`src/rtl/hid_cmd_sender_pkg.sv`:
```
// Shared protocol constants, FSM encoding and frame payload type for hid_cmd_sender.
package hid_cmd_sender_pkg;

  localparam int unsigned BYTE_W  = 8;
  localparam int unsigned PAY_MAX = 5;
  localparam int unsigned IDX_W   = 3;

  localparam logic [BYTE_W-1:0] CMD_STATUS     = 8'd0;
  localparam logic [BYTE_W-1:0] CMD_KBD        = 8'd1;
  localparam logic [BYTE_W-1:0] CMD_MOUSE      = 8'd2;
  localparam logic [BYTE_W-1:0] CMD_JOY        = 8'd3;
  localparam logic [BYTE_W-1:0] CMD_DB9        = 8'd4;
  localparam logic [BYTE_W-1:0] JOY_DEV_NUMPAD = 8'h80;

  localparam logic [BYTE_W-1:0] PRESENT_ID = 8'h01;

  typedef enum logic [2:0] {
    ST_IDLE  = 3'd0,
    ST_PROBE = 3'd1,
    ST_CMD   = 3'd2,
    ST_GAP   = 3'd3,
    ST_PAY   = 3'd4,
    ST_RSP   = 3'd5
  } state_e;

  // One command frame: command byte, payload length and payload bytes (pay[0] sent first).
  typedef struct packed {
    logic [BYTE_W-1:0]                cmd;
    logic [IDX_W-1:0]                 len;
    logic [PAY_MAX-1:0][BYTE_W-1:0]   pay;
  } frame_t;

  // Number of payload bytes that follow a given command byte.
  function automatic logic [IDX_W-1:0] pay_len(input logic [BYTE_W-1:0] cmd);
    case (cmd)
      CMD_STATUS: pay_len = 3'd2;
      CMD_KBD:    pay_len = 3'd1;
      CMD_MOUSE:  pay_len = 3'd3;
      CMD_JOY:    pay_len = 3'd5;
      CMD_DB9:    pay_len = 3'd1;
      default:    pay_len = 3'd0;
    endcase
  endfunction

endpackage

```
`src/rtl/hid_cmd_sender_pacer.sv`:
```
// Inter-strobe gap counter. Loaded on every strobe cycle, counts down while the FSM
// sits in GAP and flags the final gap cycle.
//   clk, reset     clock, synchronous active-high reset
//   load_i         strobe issued this cycle; arm a fresh gap
//   en_i           FSM is in a gap cycle
//   gap_done_c_o   combinational: current gap cycle is the last one
module hid_cmd_sender_pacer #(
  parameter int unsigned STROBE_GAP = 4
) (
  input  logic clk,
  input  logic reset,
  input  logic load_i,
  input  logic en_i,
  output logic gap_done_c_o
);

  localparam int unsigned CNT_W = (STROBE_GAP > 1) ? $clog2(STROBE_GAP) : 1;

  logic [CNT_W-1:0] cnt_q;

  // Count STROBE_GAP-1 down to 0 so the gap spans exactly STROBE_GAP cycles.
  always_ff @(posedge clk) begin
    if (reset) begin
      cnt_q <= '0;
    end else if (load_i) begin
      cnt_q <= CNT_W'(STROBE_GAP - 1);
    end else if (en_i && (cnt_q != '0)) begin
      cnt_q <= cnt_q - CNT_W'(1);
    end
  end

  assign gap_done_c_o = (cnt_q == '0);

endmodule

```
`src/rtl/hid_cmd_sender.sv`:
```
// Serialises keyboard/mouse/joystick events and db9 irq service into hid command frames.
//   clk, reset                     clock, synchronous active-high reset
//   kbd_* / mouse_* / joy_*        source handshakes (valid in, ready out) and payloads
//   irq / iack                     db9 change interrupt in, 1-cycle acknowledge out
//   db9_state / db9_valid          port state read by CMD 4 and its update pulse
//   hid_present                    status probe returned the hid id
//   busy                           frame in progress (selection cycle included)
//   hid_strobe/hid_start/hid_data  byte interface to hid; hid_rdata read back
module hid_cmd_sender
  import hid_cmd_sender_pkg::*;
#(
  parameter int unsigned STROBE_GAP = 4,
  parameter bit          PROBE_EN   = 1'b1
) (
  input  logic       clk,
  input  logic       reset,
  input  logic       kbd_valid,
  input  logic [7:0] kbd_code,
  output logic       kbd_ready,
  input  logic       mouse_valid,
  input  logic [1:0] mouse_btns,
  input  logic [7:0] mouse_dx,
  input  logic [7:0] mouse_dy,
  output logic       mouse_ready,
  input  logic       joy_valid,
  input  logic [7:0] joy_dev,
  input  logic [7:0] joy_dig,
  input  logic [7:0] joy_ax,
  input  logic [7:0] joy_ay,
  input  logic [7:0] joy_extra,
  output logic       joy_ready,
  input  logic       irq,
  output logic       iack,
  output logic [5:0] db9_state,
  output logic       db9_valid,
  output logic       hid_present,
  output logic       busy,
  output logic       hid_strobe,
  output logic       hid_start,
  output logic [7:0] hid_data,
  input  logic [7:0] hid_rdata
);

  state_e           state_q, state_d;
  frame_t           frame_q, frame_d;
  logic [IDX_W-1:0] idx_q, idx_d;
  logic             strobe_q, strobe_d;
  logic             start_q, start_d;
  logic [7:0]       data_q, data_d;
  logic             iack_q, iack_d;
  logic             db9_valid_q, db9_valid_d;
  logic [5:0]       db9_state_q, db9_state_d;
  logic             present_q, present_d;
  logic             sel_c;
  logic             idle_c;
  logic             gap_done_c;

  hid_cmd_sender_pacer #(.STROBE_GAP(STROBE_GAP)) u_pacer (
    .clk          (clk),
    .reset        (reset),
    .load_i       (strobe_q),
    .en_i         (state_q == ST_GAP),
    .gap_done_c_o (gap_done_c)
  );

  // Fixed-priority arbitration irq > kbd > joy > mouse; handshakes must act in the same cycle.
  assign idle_c      = !reset && (state_q == ST_IDLE);
  assign kbd_ready   = idle_c && !irq && kbd_valid;
  assign joy_ready   = idle_c && !irq && !kbd_valid && joy_valid;
  assign mouse_ready = idle_c && !irq && !kbd_valid && !joy_valid && mouse_valid;
  assign busy        = !reset && ((state_q != ST_IDLE) || sel_c);

  // Next-state, frame capture and registered-output decode.
  always_comb begin
    state_d     = state_q;
    frame_d     = frame_q;
    idx_d       = idx_q;
    strobe_d    = 1'b0;
    start_d     = 1'b0;
    data_d      = 8'h00;
    iack_d      = 1'b0;
    db9_valid_d = 1'b0;
    db9_state_d = db9_state_q;
    present_d   = present_q;
    sel_c       = 1'b0;

    case (state_q)
      ST_IDLE: begin
        if (irq) begin
          sel_c       = 1'b1;
          frame_d     = '0;
          frame_d.cmd = CMD_DB9;
        end else if (kbd_valid) begin
          sel_c          = 1'b1;
          frame_d        = '0;
          frame_d.cmd    = CMD_KBD;
          frame_d.pay[0] = kbd_code;
        end else if (joy_valid) begin
          sel_c          = 1'b1;
          frame_d        = '0;
          frame_d.cmd    = CMD_JOY;
          frame_d.pay[0] = joy_dev;
          frame_d.pay[1] = joy_dig;
          frame_d.pay[2] = joy_ax;
          frame_d.pay[3] = joy_ay;
          frame_d.pay[4] = joy_extra;
        end else if (mouse_valid) begin
          sel_c          = 1'b1;
          frame_d        = '0;
          frame_d.cmd    = CMD_MOUSE;
          frame_d.pay[0] = {6'b0, mouse_btns};
          frame_d.pay[1] = mouse_dx;
          frame_d.pay[2] = mouse_dy;
        end
      end
      ST_PROBE: begin
        sel_c       = 1'b1;
        frame_d     = '0;
        frame_d.cmd = CMD_STATUS;
      end
      ST_CMD: state_d = ST_GAP;
      ST_PAY: begin
        idx_d   = idx_q + IDX_W'(1);
        state_d = ST_GAP;
      end
      ST_GAP: begin
        if (gap_done_c) begin
          // Response of CMD0/CMD4 is readable once payload byte 0 has been strobed.
          if (idx_q == IDX_W'(1)) begin
            if (frame_q.cmd == CMD_STATUS) begin
              present_d = (hid_rdata == PRESENT_ID);
            end
            if (frame_q.cmd == CMD_DB9) begin
              db9_state_d = hid_rdata[5:0];
              db9_valid_d = 1'b1;
              iack_d      = 1'b1;
            end
          end
          if (idx_q == frame_q.len) begin
            if ((frame_q.cmd == CMD_STATUS) || (frame_q.cmd == CMD_DB9)) begin
              state_d = ST_RSP;
            end else begin
              state_d = ST_IDLE;
            end
          end else begin
            state_d  = ST_PAY;
            strobe_d = 1'b1;
            data_d   = frame_q.pay[idx_q];
          end
        end
      end
      ST_RSP:  state_d = ST_IDLE;
      default: state_d = ST_IDLE;
    endcase

    if (sel_c) begin
      frame_d.len = pay_len(frame_d.cmd);
      state_d     = ST_CMD;
      idx_d       = '0;
      strobe_d    = 1'b1;
      start_d     = 1'b1;
      data_d      = frame_d.cmd;
    end
  end

  // State and registered outputs; reset abandons any frame in flight.
  always_ff @(posedge clk) begin
    if (reset) begin
      state_q     <= PROBE_EN ? ST_PROBE : ST_IDLE;
      frame_q     <= '0;
      idx_q       <= '0;
      strobe_q    <= 1'b0;
      start_q     <= 1'b0;
      data_q      <= 8'h00;
      iack_q      <= 1'b0;
      db9_valid_q <= 1'b0;
      db9_state_q <= 6'h00;
      present_q   <= 1'b0;
    end else begin
      state_q     <= state_d;
      frame_q     <= frame_d;
      idx_q       <= idx_d;
      strobe_q    <= strobe_d;
      start_q     <= start_d;
      data_q      <= data_d;
      iack_q      <= iack_d;
      db9_valid_q <= db9_valid_d;
      db9_state_q <= db9_state_d;
      present_q   <= present_d;
    end
  end

  assign hid_strobe  = strobe_q;
  assign hid_start   = start_q;
  assign hid_data    = data_q;
  assign iack        = iack_q;
  assign db9_valid   = db9_valid_q;
  assign db9_state   = db9_state_q;
  assign hid_present = present_q;

endmodule

```
`config.mk`:
```
export PLATFORM = sky130hd
export DESIGN_NAME = hid_cmd_sender
export DESIGN_NICKNAME = d
export VERILOG_FILES = /design/src/rtl/hid_cmd_sender_pkg.sv /design/src/rtl/hid_cmd_sender_pacer.sv /design/src/rtl/hid_cmd_sender.sv
export SDC_FILE = /design/constraint.sdc
export NUM_CORES = 1
export LEC_CHECK = 0
export ABC_AREA = 1
export CORE_MARGIN = 2
export CORE_UTILIZATION = 51
export DETAILED_ROUTE_END_ITERATION = 8
export GPL_TIMING_DRIVEN = 0
export HOLD_SLACK_MARGIN = 0.06
export PLACE_DENSITY = 0.85
export SETUP_SLACK_MARGIN = 0.15
export SYNTH_ARGS = -nofsm -noshare
export SYNTH_HDL_FRONTEND = slang
export SYNTH_SLANG_ARGS = --single-unit
```
`constraint.sdc`:
```
create_clock -name clk -period 4.15 [get_ports clk]
set_input_delay 0.83 -clock clk [delete_from_list [all_inputs] [get_ports clk]]
set_output_delay 0.83 -clock clk [all_outputs]
set_load 0.005 [all_outputs]
```
Yosys cells after proc, flatten, opt, wreduce, memory -nomap -nowiden:

Cells that the tools add are included.

* bits in registers: 77
* input bits: 80
* output and inout bits: 23
* word-level logic and storage cells: 107

* add/sub/neg operators: 2
* $lt $le $gt $ge: 1
* eq/ne operators: 17
* multiplexer cells: 31
* bitwise gates (word level): 4
* reductions and logical operators: 35

Operator list (count)
* 51-bit two-way mux: 4
* 51-bit case mux with 2 select lines: 1
* 8-bit two-way mux: 5
* 8-bit binary-select mux with 3-bit select: 1
* 8-bit by 1-bit equality test with 1-bit output (second input constant): 2
* 8-bit by 2-bit equality test with 1-bit output (second input constant): 2
* 8-bit by 3-bit equality test with 1-bit output (second input constant): 2
* 8-bit zero test: 2
* 3-bit two-way mux: 4
* 3-bit case mux with 4 select lines: 1
* 1-bit two-way mux: 10
* 1-bit logical AND: 9
* 3-bit case mux with 3 select lines: 1
* 2-bit AND reduction: 4
* 4-bit AND reduction: 2
* 2-bit OR reduction: 4
* 3-bit by 1-bit equality test with 1-bit output (second input constant): 2
* 3-bit by 2-bit equality test with 1-bit output (second input constant): 2
* 2-bit two-way mux: 3
* 6-bit inequality test (second input constant): 1
* 2-bit nonzero test: 3
* 3-bit nonzero test: 2
* 5-bit inequality test (second input constant): 1
* 1-bit zero test: 4
* 14 further kinds: 18

Logic depth before layout (Yosys ltp):

* depth after elaboration: 9
* mapped depth: 8
* mapped depth without buffers: 8

Modules after synthesis:

A second synthesis with hierarchy kept.

* cells, all modules: 532
* area total of the unflattened synthesis: 3692.3 sq um

Modules (own cells, without submodules)
* hid_cmd_sender: instances 1, cells an instance 515, area an instance 3578.4 sq um, sequential area each 1501.4 sq um
* hid_cmd_sender_pacer: instances 1, cells an instance 17, area an instance 113.9 sq um, sequential area each 40.0 sq um

Worst setup path after synthesis:

Ideal clock, no wire load.

* path kind: input to output
* start point: input irq
* end point: output mouse_ready
* arrival time: 1.402 ns
* required time: 3.320 ns
* setup slack: 1.918 ns
* stages: 5
* cells stage by stage: nor2_4 -> nand2_2 -> nor2_4 -> nand2_1 -> nor3_1

* cells in the longest elaborated chain, start to end: 5

Ends and longest elaborated chain
* start, declared: RTL line hid_cmd_sender.sv:32 `input logic irq,`
* 1-bit zero test: RTL line hid_cmd_sender.sv:70 `assign mouse_ready = idle_c && !irq && !kbd_valid && !joy_valid && mouse_valid;`
* 1-bit logical AND (4 in a row): RTL line hid_cmd_sender.sv:70
* end, declared: RTL line hid_cmd_sender.sv:24 `output logic mouse_ready,`

Every way passes these cells.

Worst setup path in the final report:

* start point: input joy_valid
* end point: output mouse_ready

* cells in the longest elaborated chain, start to end: 3

Ends and longest elaborated chain
* start, declared: RTL line hid_cmd_sender.sv:25 `input logic joy_valid,`
* 1-bit zero test: RTL line hid_cmd_sender.sv:70
* 1-bit logical AND (2 in a row): RTL line hid_cmd_sender.sv:70

Every way passes these cells.

==> out/results.tsv <==
metric	value	unit
status	finished, final reports clean	
insertion_delay	350	ps
maxCapViolations	0	
fin_setup_tns	0	ps
dieWidth	86.6	um
post_route_cells_drive_above_1_share	8.67	%
ys_seq_area_share	44.3	%
io_pins	103	
combPwrFrac	19.3	%
synth.distinct_cells	35	
drt-total-wl	9900	um
path_max_fanout	10	
end_kind	output port	
area_growth	39.3	%
pwr-share-clk	37.5	%
place_congestion	0.896	
worst_ep_arrival_time	2620	ps
ctsHoldBuffers	0	
wl_per_cell	14.8	um
worstMarginPinSlew	509	ps
synth_fp_nets	553	
p_sw	0.497	mW
path_clk_slew	70	ps
cts_resized	0	
intPower	1.35	mW
dp_worst_setup_slack	700	ps
drt_iter0_drc	248	
timing.rr.start	idx_q[0]	
synthArstFlopShare	0	%
grt_use_met1	32.1	%
antenna_found_initial	0	
core-area	6720	um2
synth_seq_cells	77	
rsz0062_at_grt	false	
cts_setup_buffers	0	
viasPerCell	5.43	
finalCritPeriodShare	83.2	%
worstHoldStart	frame_q[50]	
critPathLaunch	joy_valid	
hold_path.class	reg2reg	
use_met3	6.10	%
num_vias	3630	
dieArea	7510	um2
yosysMostFrequentCell	nand2_1	
setup_viol	0	
synth.top_cells.by_count	93 x nand2_1, 77 x dfxtp_1, 50 x nor2_1, 45 x inv_1, 44 x o21ai_0	
p_sw_share	26.9	%
antenna_left	0	
rows	30	
cts_buffers	9	
cts_max_level	3	
n_fill_cell	531	
slew_violations	0	
ir_worst_vdd	317	uV
cts_root_buffer	clkbuf_8	
power.leakage	1.86	nW
synth_cells	470	
die-height	86.6	um
crit_required	3320	ps
nets	666	
start_util	51.8	%
ff2ff_path_depth	7	
grt_most_used_layer	met2	
fmax	290	MHz
num_antenna_cells	0	
yosysTopAreaCell	dfxtp_1	
path_class	in2out	
hold_viol_final	0	
grt_max_degree	14	
drc	0	
syn-cell-area	3480	um2
yosysWarnings	0	
clkSinkCount	77	
ys_top_cells_by_area	dfxtp_1 44%, nand2_1 10%, o21ai_0 6.3%	
synth_edf_count	0	
cts_tree	yes	
ctsLongestPathBuffers	2	
fin_crit	3450	ps
port-buffer-count	102	
grtUsageMet2	48.0	%
firstDrtPassIters	5	
powerDensity	381	nW/um2
hold_depth	2	
finClkSkew	5.75	ps
overflow	0	
fin_ws	699	ps
hpwl	7380	um
syn_area_per_cell	7.41	um2
power_frac_seq	43.2	%
grt_pass1_vias	3532	
crit_path_start_kind	primary input	
track_usage	27.2	%
ys.flop_type	dfxtp_1	
relSlewSlack	66.0	%
grt_pass1_wl	16000	um
synth_top_area_share	44.3	%
-- kinds of logic (layout without fill, tap and decap cells) --
group / count (synthesis) / in the layout / share of synthesized area [%]
flip-flops: 77 / 77 / 44.3
adder cells (fa/ha/maj): 3 / 3 / 1.08
XOR/XNOR: 5 / 5 / 1.26
AND/OR/NAND/NOR: 201 / 201 / 25.8
AO/OA/AOI/OAI: 112 / 112 / 18.4
buffers and inverters: 72 / 190 / 9.16
-- cells in the final DEF (no fill, tap or decap), types with 2 or more instances in the layout --
master / count
clkdlybuf4s50_1: 102
nand2_1: 93
dfxtp_1: 77
nor2_1: 50
inv_1: 45
o21ai_0: 44
nand3_1: 39
a21oi_1: 23
a22oi_1: 22
buf_2: 11
clkbuf_8: 10
o21ai_1: 9
o22ai_1: 9
inv_2: 5
nor2_4: 5
clkbuf_1: 5
buf_6: 4
nand3_2: 3
nand2_4: 3
xnor2_1: 3
ha_1: 3
bufinv_16: 3
nor3_1: 2
xor2_1: 2
-- per-stage QoR --
stage | instances | hold slack, ps | cell area [um2] | total power, mW | util [%]
after floorplan | 470 | 408 | 3480 | 1.00 | -
after global placement | 652 | 415 | 4600 | 1.15 | 68.5
after detailed placement | 652 | 431 | 4600 | 1.16 | 68.5
after CTS | 668 | 437 | 4850 | 1.84 | 72.2
after global routing | 668 | 462 | 4850 | 1.91 | 72.2
final | 668 | 439 | 4850 | 1.85 | 72.2
-- power by group through the flow --
| stage | registers (mW) | clock network, mW | logic (mW) |
|---|---|---|---|
| 2_1_floorplan | 0.808 | 0 | 0.194 |
| 3_3_place_gp | 0.812 | 0 | 0.340 |
| 3_5_place_dp | 0.814 | 0 | 0.348 |
| 4_1_cts | 0.797 | 0.694 | 0.353 |
| 5_1_grt | 0.800 | 0.726 | 0.389 |
| 6_report | 0.798 | 0.693 | 0.356 |
-- worst max-delay path, cell delays in order --
cell             delay (ps)
clkdlybuf4s50_1         520
buf_2                   240
buf_2                   220
nor3_1                  250
clkdlybuf4s50_1         560
-- final cells by class --
cell class	count	area, um2	area share [%]
sequential	77	1540	31.8
timing repair buffer	102	1020	21.0
tap	80	100	2.06
clock buffer	11	141	2.91
inverter	52	196	4.05
multi-input combinational	321	1620	33.4
buffer	20	123	2.53
clock inverter	5	106	2.19
-- per-layer routing --
layer,share of wire (%),vias up
met5,0,-
met4,1.9,0
met3,7.6,19
met2,50,157
met1,41,1672
li1,-,1782
-- registers in the layout, summed over array words and instances (netlist names) --
register and cells:
frame_q 51, hid_data 8, db9_state 6, idx_q 3, state_q 3, u_pacer.cnt_q 2
db9_valid 1, hid_present 1, hid_start 1, hid_strobe 1
-- worst paths after layout --
path / endpoint / slack, ps
worst max-delay path: mouse_ready / 700
worst min-delay path: frame_q[50] / 440
worst max register to register: hid_data[4] / 2460
worst min register to register: frame_q[50] / 440
Power figures use the tool's default switching activity.
